$ cat config.mk
export PLATFORM = sky130hd
export DESIGN_NAME = delay_signed_vprog
export DESIGN_NICKNAME = d
export VERILOG_FILES = /design/src/rtl/delay_signed_vprog.sv
export SDC_FILE = /design/constraint.sdc
export NUM_CORES = 1
export LEC_CHECK = 0
export ABC_AREA = 1
export ABC_CLOCK_PERIOD_IN_PS = 48200
export CAP_MARGIN = 20
export CORE_MARGIN = 3
export CORE_UTILIZATION = 30
export CTS_BUF_LIST = sky130_fd_sc_hd__clkbuf_8 sky130_fd_sc_hd__clkbuf_16
export CTS_CLUSTER_DIAMETER = 60
export DETAILED_ROUTE_END_ITERATION = 12
export PLACE_DENSITY = 0.44
export SETUP_SLACK_MARGIN = 0.1
export SYNTH_ARGS = -nofsm -noshare
export SYNTH_HDL_FRONTEND = slang
export SYNTH_SLANG_ARGS = --single-unit
$ cat constraint.sdc
create_clock -name clk -period 48.2 [get_ports clk]
set_input_delay 9.64 -clock clk [delete_from_list [all_inputs] [get_ports clk]]
set_output_delay 9.64 -clock clk [all_outputs]
set_load 0.01 [all_outputs]
$ cat src/rtl/delay_signed_vprog.sv
// Programmable-depth, stallable delay line for LENGTH signed channels with a
// shared valid flag; depth is retunable at run time up to MAX_DELAY.
module delay_signed_vprog #(
    parameter int WIDTH         = 16,
    parameter int LENGTH        = 4,
    parameter int MAX_DELAY     = 16,
    parameter int DEFAULT_DELAY = 1,
    parameter int DW            = $clog2(MAX_DELAY + 1)
) (
    input  logic                    clk,
    input  logic                    rst,
    input  logic                    en,
    input  logic signed [WIDTH-1:0] a [LENGTH],
    input  logic                    va,
    input  logic [DW-1:0]           delay,
    input  logic                    delay_ld,
    input  logic                    flush,
    output logic signed [WIDTH-1:0] c [LENGTH],
    output logic                    vc,
    output logic [DW-1:0]           cur_delay
);

    localparam logic [DW-1:0] MAX_D = DW'(MAX_DELAY);
    localparam logic [DW-1:0] DEF_D = DW'(DEFAULT_DELAY);

    logic signed [WIDTH-1:0] data [MAX_DELAY][LENGTH];
    logic [MAX_DELAY-1:0]    valid;
    logic [MAX_DELAY-1:0]    valid_nxt;
    logic [DW-1:0]           delay_clamped;

    always_comb begin
        if (delay == '0)
            delay_clamped = DW'(1);
        else if (delay > MAX_D)
            delay_clamped = MAX_D;
        else
            delay_clamped = delay;
    end

    // A load or flush kills everything already in flight, but the sample
    // entering on that same enabled edge keeps its valid bit.
    always_comb begin
        valid_nxt = valid;
        if (en) begin
            valid_nxt[0] = va;
            for (int unsigned k = 1; k < MAX_DELAY; k++)
                valid_nxt[k] = valid[k-1];
        end
        if (delay_ld || flush) begin
            for (int unsigned k = 1; k < MAX_DELAY; k++)
                valid_nxt[k] = 1'b0;
            if (!en)
                valid_nxt[0] = 1'b0;
        end
    end

    always_ff @(posedge clk) begin
        if (rst) begin
            for (int unsigned k = 0; k < MAX_DELAY; k++)
                for (int unsigned i = 0; i < LENGTH; i++)
                    data[k][i] <= '0;
            valid     <= '0;
            cur_delay <= DEF_D;
        end else begin
            if (en) begin
                for (int unsigned i = 0; i < LENGTH; i++)
                    data[0][i] <= a[i];
                for (int unsigned k = 1; k < MAX_DELAY; k++)
                    for (int unsigned i = 0; i < LENGTH; i++)
                        data[k][i] <= data[k-1][i];
            end
            valid <= valid_nxt;
            if (delay_ld)
                cur_delay <= delay_clamped;
        end
    end

    // Output tap is an unregistered mux; cur_delay is always 1..MAX_DELAY.
    always_comb begin
        vc = 1'b0;
        for (int unsigned i = 0; i < LENGTH; i++)
            c[i] = '0;
        for (int unsigned k = 0; k < MAX_DELAY; k++) begin
            if (cur_delay == DW'(k + 1)) begin
                vc = valid[k];
                for (int unsigned i = 0; i < LENGTH; i++)
                    c[i] = data[k][i];
            end
        end
    end

endmodule
# Word-level counts from Yosys, hierarchy flattened
# Memories as Yosys holds them, arrays and structs flattened.
# Cells that the tools add are included.
# op_classes
add_sub_neg	0
multipliers	0
div_mod_pow	0
magnitude_cmp	1
eq_ne	16
shifts	0
muxes	106
bitwise_logic	64
n_reduce_logical	3
# ops
op	n
$mux W16	64
$mux W64	16
$or A1 B1 Y1	64
$eq A5 B4 Y1 const B	8
$mux W1	24
$eq A5 B3 Y1 const B	4
$eq A5 B2 Y1 const B	2
$mux W5	2
$eq A5 B1 Y1 const B	1
$eq A5 B5 Y1 const B	1
$gt A5 B5 Y1 const B	1
$logic_not A5 Y1	1
$reduce_or A2 Y1	1
$logic_or A1 B1 Y1	1
# word_totals
regBits	21
latch_bits	0
ram_bits	1024
mem_bits_ro	0
in_bits	75
out_inout_bits	70
elab_cells	194
memories	1
# mem_list
memory	depth	word_bits	read_ports	rd_ports_with_merged_regs	write_ports	line	source
data	16	64	16	0	16	26	logic signed [WIDTH-1:0] data [MAX_DELAY][LENGTH];

# Longest topological paths before layout
# depth
ltp_word	17
ltp_mapped	15
ltp_nobuf	13

# Worst setup path after synthesis
# Ideal clock, no wire load.
# synth_path
path_type	in2reg
start	input en
end	memory data[0][0] (netlist bit) (enable)
setup_ns	7.055
arrival_time_ns	26.747
t_required_ns	41.145
setup_slack_ns	14.398
cell_stages	4
n_path_buf	2
cell_sequence	clkbuf_1 > clkinv_1 > clkbuf_1 > nand2_1
# synth_lines
element	line	source
start: declaration	12	input logic en,
end: declaration	26	

==> impl_metrics.env <==
export IMPL_ir_drop_v=0.0000289
export IMPL_tightestPinTransition_ns=1.14
export IMPL_drive_gt1_frac=0.0453
export IMPL_drtAntennaViolNets=0
export IMPL_slowest_delay_ns=0.91
export IMPL_hold_buffers=0
export IMPL_crit_path_end_kind="flop"
export IMPL_synth_seq_cells=1045
export IMPL_grt_ovfl_total=0
export IMPL_grt_pass1_vias=29343
export IMPL_gr_usage_all_layers=0.144
export IMPL_cts_resized=0
export IMPL_rows=145
export IMPL_setup_tns_ns=0
export IMPL_clkTransAtPathRegs_ns=0.06
export IMPL_synth_warnings=0
export IMPL_cts_buffers=118
export IMPL_reg2reg_from="data[0][59]$_SDFFCE_PN0P_"
export IMPL_crit_arrival_ns=16.23
export IMPL_io_pins=145
export IMPL_dpl_worst_slack_ns=31.04
export IMPL_critPathKind="in -> reg"
export IMPL_rsz0062_at_grt="false"
export IMPL_die_h_um=405
export IMPL_dieWidth_um=405
export IMPL_nets=5289
export IMPL_place_hpwl_mm=71.3
export IMPL_min_to="valid[15]$_SDFFE_PP0P_"
export IMPL_vias=30998
export IMPL_max_slew_margin_rel=0.238
export IMPL_area_delta_synth_final_pct=15.3
export IMPL_start_kind="input pin"
export IMPL_clock_sinks=1045
export IMPL_synth_area_leaders="edfxtp_1 (64%), nor2_1 (9.2%), inv_1 (8.6%)"
export IMPL_synth_edf_count=1024
export IMPL_r2r_slack_ns=47.26
export IMPL_grt_pass1_wl_mm=184
export IMPL_crit_fanout=157
export IMPL_drc=0
export IMPL_syn_nets=5232
export IMPL_path_buf_inv=8
export IMPL_wl_mm=119
export IMPL_syn_area_um2=47800
export IMPL_cp_slowest_cell="clkdlybuf4s50_1"
export IMPL_status="complete, no violations"
export IMPL_htree_levels=3
export IMPL_regArea_um2=31200
export IMPL_powerDensity_nw_per_um2=38.6
export IMPL_synth_async_sr_flop_share=0
export IMPL_ys_flop_type="edfxtp_1"
export IMPL_crit_required_ns=48.52
export IMPL_finalHoldWorstSlack_ns=0.466
export IMPL_r2r_cells=2
export IMPL_fin_crit_sh=0.330
export IMPL_synth_common_cells="nor2_1 (1172), inv_1 (1095), nand2_1 (1076)"
export IMPL_synth_top_cell_by_area="edfxtp_1"
export IMPL_holdCritStartpoint="valid[15]$_SDFFE_PP0P_"
export IMPL_holdPathStages=2
export IMPL_io_buffers=144
export IMPL_final_max_slew_viol_count=0
export IMPL_root_buffer="clkbuf_16"
export IMPL_holdCritPathClass="reg -> reg"
export IMPL_skew_ns=0.0174
export IMPL_cts_tree="done"
export IMPL_setup_slack_ns=32.28
export IMPL_crit_cells=9
export IMPL_yosysMostFrequentCell="nor2_1"
export IMPL_crit_chain="clkdlybuf4s50_1, clkinv_1, nand2_4, buf_16, buf_4, buf_12, buf_4, buf_4, buf_4"
export IMPL_cts_setup_buffers=0
export IMPL_wl_per_cell_um=16.1
export IMPL_setup_violations_final=0
export IMPL_cpMostUsedCell="buf_4"
export IMPL_r2r_end="data[1][59]$_SDFFCE_PN0P_"
export IMPL_synth_area_per_cell_um2=9.26
export IMPL_cap_violations=0
export IMPL_clkLatencyLatePin_ns=0.71
export IMPL_synth_cells=5157
export IMPL_clock_fmax_ghz=0.0628
export IMPL_seq_area_frac_synth=0.652
export IMPL_grt_max_degree=163
export IMPL_viasPerCell=4.20
export IMPL_drtIter0Drc=2717
export IMPL_synth_top_area_frac=0.644
export IMPL_nFillCells=15999
export IMPL_synth_cell_types=25
export IMPL_leakagePower_nw=21.6
export IMPL_clock_path_buffers=3
export IMPL_antenna_found_initial=27
export IMPL_crit_family="buffers and inverters"
export IMPL_place_congestion=0.706
export IMPL_fin_crit_ns=15.92
export IMPL_hold_viol_final=0
export IMPL_dr_pass1_iters=6
export IMPL_dieArea_um2=164000
export IMPL_core_area_um2=157000
export IMPL_multi_input_area_um2=11500
export IMPL_start_util=0.304
[cells in the final DEF, fill, tap and decap left out, types with 4 or more instances in the layout]
cell type / Yosys / layout
clkinvlp_4: 0 / 4
nor2_1: 1172 / 1163
diode_2: 0 / 12
clkbuf_16: 0 / 122
clkdlybuf4s50_1: 0 / 144
buf_4: 6 / 44
a21oi_1: 87 / 87
nand2_1: 1076 / 1074
nor2_4: 3 / 14
inv_1: 1095 / 1121
dfxtp_1: 21 / 20
clkinv_1: 1 / 32
inv_2: 7 / 7
nand4_1: 153 / 153
bufinv_16: 0 / 11
edfxtp_1: 1024 / 1024
nand3_1: 114 / 114
o211ai_1: 90 / 90
o21ai_0: 48 / 48
clkinv_4: 0 / 4
clkinv_2: 0 / 20
[how the worst max path moves through the flow]
stage,from,end
2_1_floorplan,en,data[0][0]$_SDFFCE_PN0P_
3_3_place_gp,en,data[11][36]$_SDFFCE_PN0P_
3_5_place_dp,en,data[10][53]$_SDFFCE_PN0P_
4_1_cts,en,data[12][57]$_SDFFCE_PN0P_
5_1_grt,en,data[10][39]$_SDFFCE_PN0P_
6_report,en,data[13][57]$_SDFFCE_PN0P_
[per-stage QoR]
stage | util | cell area [um2] | total power, mW | cells
detailed placement | 0.326 | 51200 | 1.26 | 7151
CTS | 0.350 | 55000 | 2.16 | 7372
finish | 0.350 | 55100 | 2.13 | 7385
global placement | 0.326 | 51200 | 1.26 | 7151
floorplan | - | 47800 | 1.23 | 5157
global route | 0.350 | 55100 | 2.22 | 7374
[cell type report]
type                    instances  share of cell area
well taps                    2058              0.0467
flip-flops and latches       1045               0.566
repair buffers                191              0.0334
multi-input cells            2755               0.209
diodes                         12            0.000545
inverters                    1103              0.0752
clock buffers                 122              0.0554
clock inverters                99              0.0135
[cell families after synthesis]
logic type / Yosys count / share of synthesized area
AO/OA/AOI/OAI: 227 / 0.0286
AND/OR/NAND/NOR: 2528 / 0.211
flip-flops: 1045 / 0.652
buffers and inverters: 1357 / 0.108
[worst min-delay path: stages (launching register included)]
cell     delay [ns]
dfxtp_1        0.31
nand2_1        0.06
a21oi_1        0.05
[layer usage]
metal | vias up | share of wire | global-route usage
li1 | 16195 | - | -
met1 | 14012 | 0.56 | 0.239
met2 | 623 | 0.37 | 0.186
met3 | 142 | 0.054 | 0.0273
met4 | 26 | 0.015 | 0.0328
met5 | - | 0.0015 | 0
[power breakdown]
part | switching, mW | leakage [nW] | internal (mW)
clock | 0.370 | 1.96 | 0.513
sequential | 0.0243 | 11.5 | 1.06
combinational | 0.113 | 8.18 | 0.0469
total | 0.508 | 21.6 | 1.62
[flip-flops by register name (all words and copies together) (netlist names)]
signal	flops
cur_delay	5
data	1024
valid	16
Note: power is estimated with default switching activity, not from simulation.
==> RTL edit (same flow settings) <==
`WIDTH`: 16 -> 18.
--- a/src/rtl/delay_signed_vprog.sv
+++ b/src/rtl/delay_signed_vprog.sv
@@ -1,7 +1,7 @@
 // Programmable-depth, stallable delay line for LENGTH signed channels with a
 // shared valid flag; depth is retunable at run time up to MAX_DELAY.
 module delay_signed_vprog #(
-    parameter int WIDTH         = 16,
+    parameter int WIDTH         = 18,
     parameter int LENGTH        = 4,
     parameter int MAX_DELAY     = 16,
     parameter int DEFAULT_DELAY = 1,
Ports: changed (resized a and c); port bits go from 145 to 161. The function was not compared with the original's and may differ.
==> RTL edit against the original RTL <==
Area after synthesis up 13%. Utilization down 0.069 points. Power up 12%. Worst setup slack better by 1.1 ns. Maximum frequency up 7.6%. Critical endpoint is now c[50]. Sequential cell count up 128. Wire length up 15%. Design area up 12%.
==> RTL edit: results (changes against the original RTL) <==
Power
The combinational share of power came to 7.8% (+0.3 points). The net load switching power is 574 uW (+13%). The worst supply voltage drop on vdd was 0.0338 mV (+17%). The clock network power consumption was 978 uW (+11%).

Timing
The worst-case hold slack is 0.474 ns (+0.00816 ns). The clock skew after layout is 0.0292 ns (+0.0118 ns). The worst-case headroom to the max-slew limit is 21.1% (-2.7 points). The least setup slack across all paths after layout is 33.40 ns (+1.12 ns).

Layout
The number of non-clock inverters in the layout is 1219 (+11%). The number of standard cells in the final layout excluding fillers came to 8269 (+12%). The share of layout cells above drive strength 1 was 4.42% (-0.11 points). The register area is 35000 um^2 (+12%). The number of sequential storage elements came to 1173 (+12%). The largest registers in the layout are data x1152, valid x16, cur_delay x5.

The total of clock buffers placed in the layout came to 144 (+18%). The final core utilization is 34.9% (-0.069 points). The fraction of area in clock buffers and inverters is 6.77% (-0.12 points). The multi-input gate share of total cell area came to 21.0% (+0.082 points). The non-clock buffer total of the final layout is 217 (+14%). The final-stage net count is 5905 (+12%). The filler cell count in the final layout is 17900 (+12%).

The multi-input logic cell count is 3074 (+12%). The number of antenna diodes is 1 (-11).

Route
The overall routed net length is 137000 um (+15%). The wire length on met1 was 76000 um (+15%). The total iterations of the first detailed-routing run is 7 (+1). The amount of wire on met2 after detailed routing is 51600 um (+16%).

GRT
The met3 routing resource usage after global routing was 2.62% (-0.11 points). The met1 usage is 24.5% (+0.60 points). The first-pass GRT wire length is 211000 um (+14%).

The number of global-route vias before repair is 33100 (+13%). The global-route total usage across every layer came to 14.6% (+0.23 points).

Synth
The count of different cell masters after synthesis is 26 (+4.0%). The number of synthesized flops with an enable pin is 1152 (+13%). The synthesized area divided by synthesized cell count came to 9.32 um^2 (+0.66%). After synthesis, the cell types taking the most area are edfxtp_1 64%, nor2_1 8.8%, inv_1 8.4%, nand2_1 8.4%, nand4_1 2.6%. The post-synthesis sequential area ratio is 65.1% (-0.10 points).

Place
The count of port buffers added during placement is 160 (+11%). The final HPWL from detailed placement was 81300 um (+14%). The cell area after placement is 57600 um^2 (+12%).

Worst setup path
The launch point of the worst path is cur_delay[4]. The end of the worst register-to-register path is cur_delay[4]. In this run the worst setup path terminates at c[50].

The data arrival at the endpoint of the critical path is 5.16 ns (-11.07 ns). The largest stage delay on the critical path was 0.60 ns (-0.31 ns). The depth of the most critical reg-to-reg path is 3 (+1). The peak fanout along the critical path is 43 (-73%).

Run status
The flow ran to the end, and the final reports show no timing, DRC or antenna violations.

CTS
The number of levels in the clock H-tree was 4 (+1).
[RTL edit: cell types whose count changed after synthesis, moves of 10 or more]
cell | before | now
a21oi_1 | 87 | 105
buf_2 | 45 | 63
clkbuf_1 | 196 | 219
edfxtp_1 | 1024 | 1152
inv_1 | 1095 | 1207
nand2_1 | 1076 | 1199
nand3_1 | 114 | 103
nand4_1 | 153 | 220
nor2_1 | 1172 | 1254
nor3_1 | 2 | 18
o211ai_1 | 90 | 119
o21ai_0 | 48 | 31
o21ai_1 | 0 | 10
[RTL edit: worst reg2reg max path, stage by stage, from the launching register on]
cell      delay, ns
dfxtp_1        0.56
inv_2          0.07
buf_4          0.27
a211oi_1       0.47
[RTL edit: cell families (layout without fill, tap and decap cells)]
group	count (synthesis)	count (layout)	synth area share, %
other	0	1	0
buffers and inverters	1517	1681	10.8
AO/OA/AOI/OAI	267	267	3.05
AND/OR/NAND/NOR	2807	2807	21.0
flip-flops	1173	1173	65.1
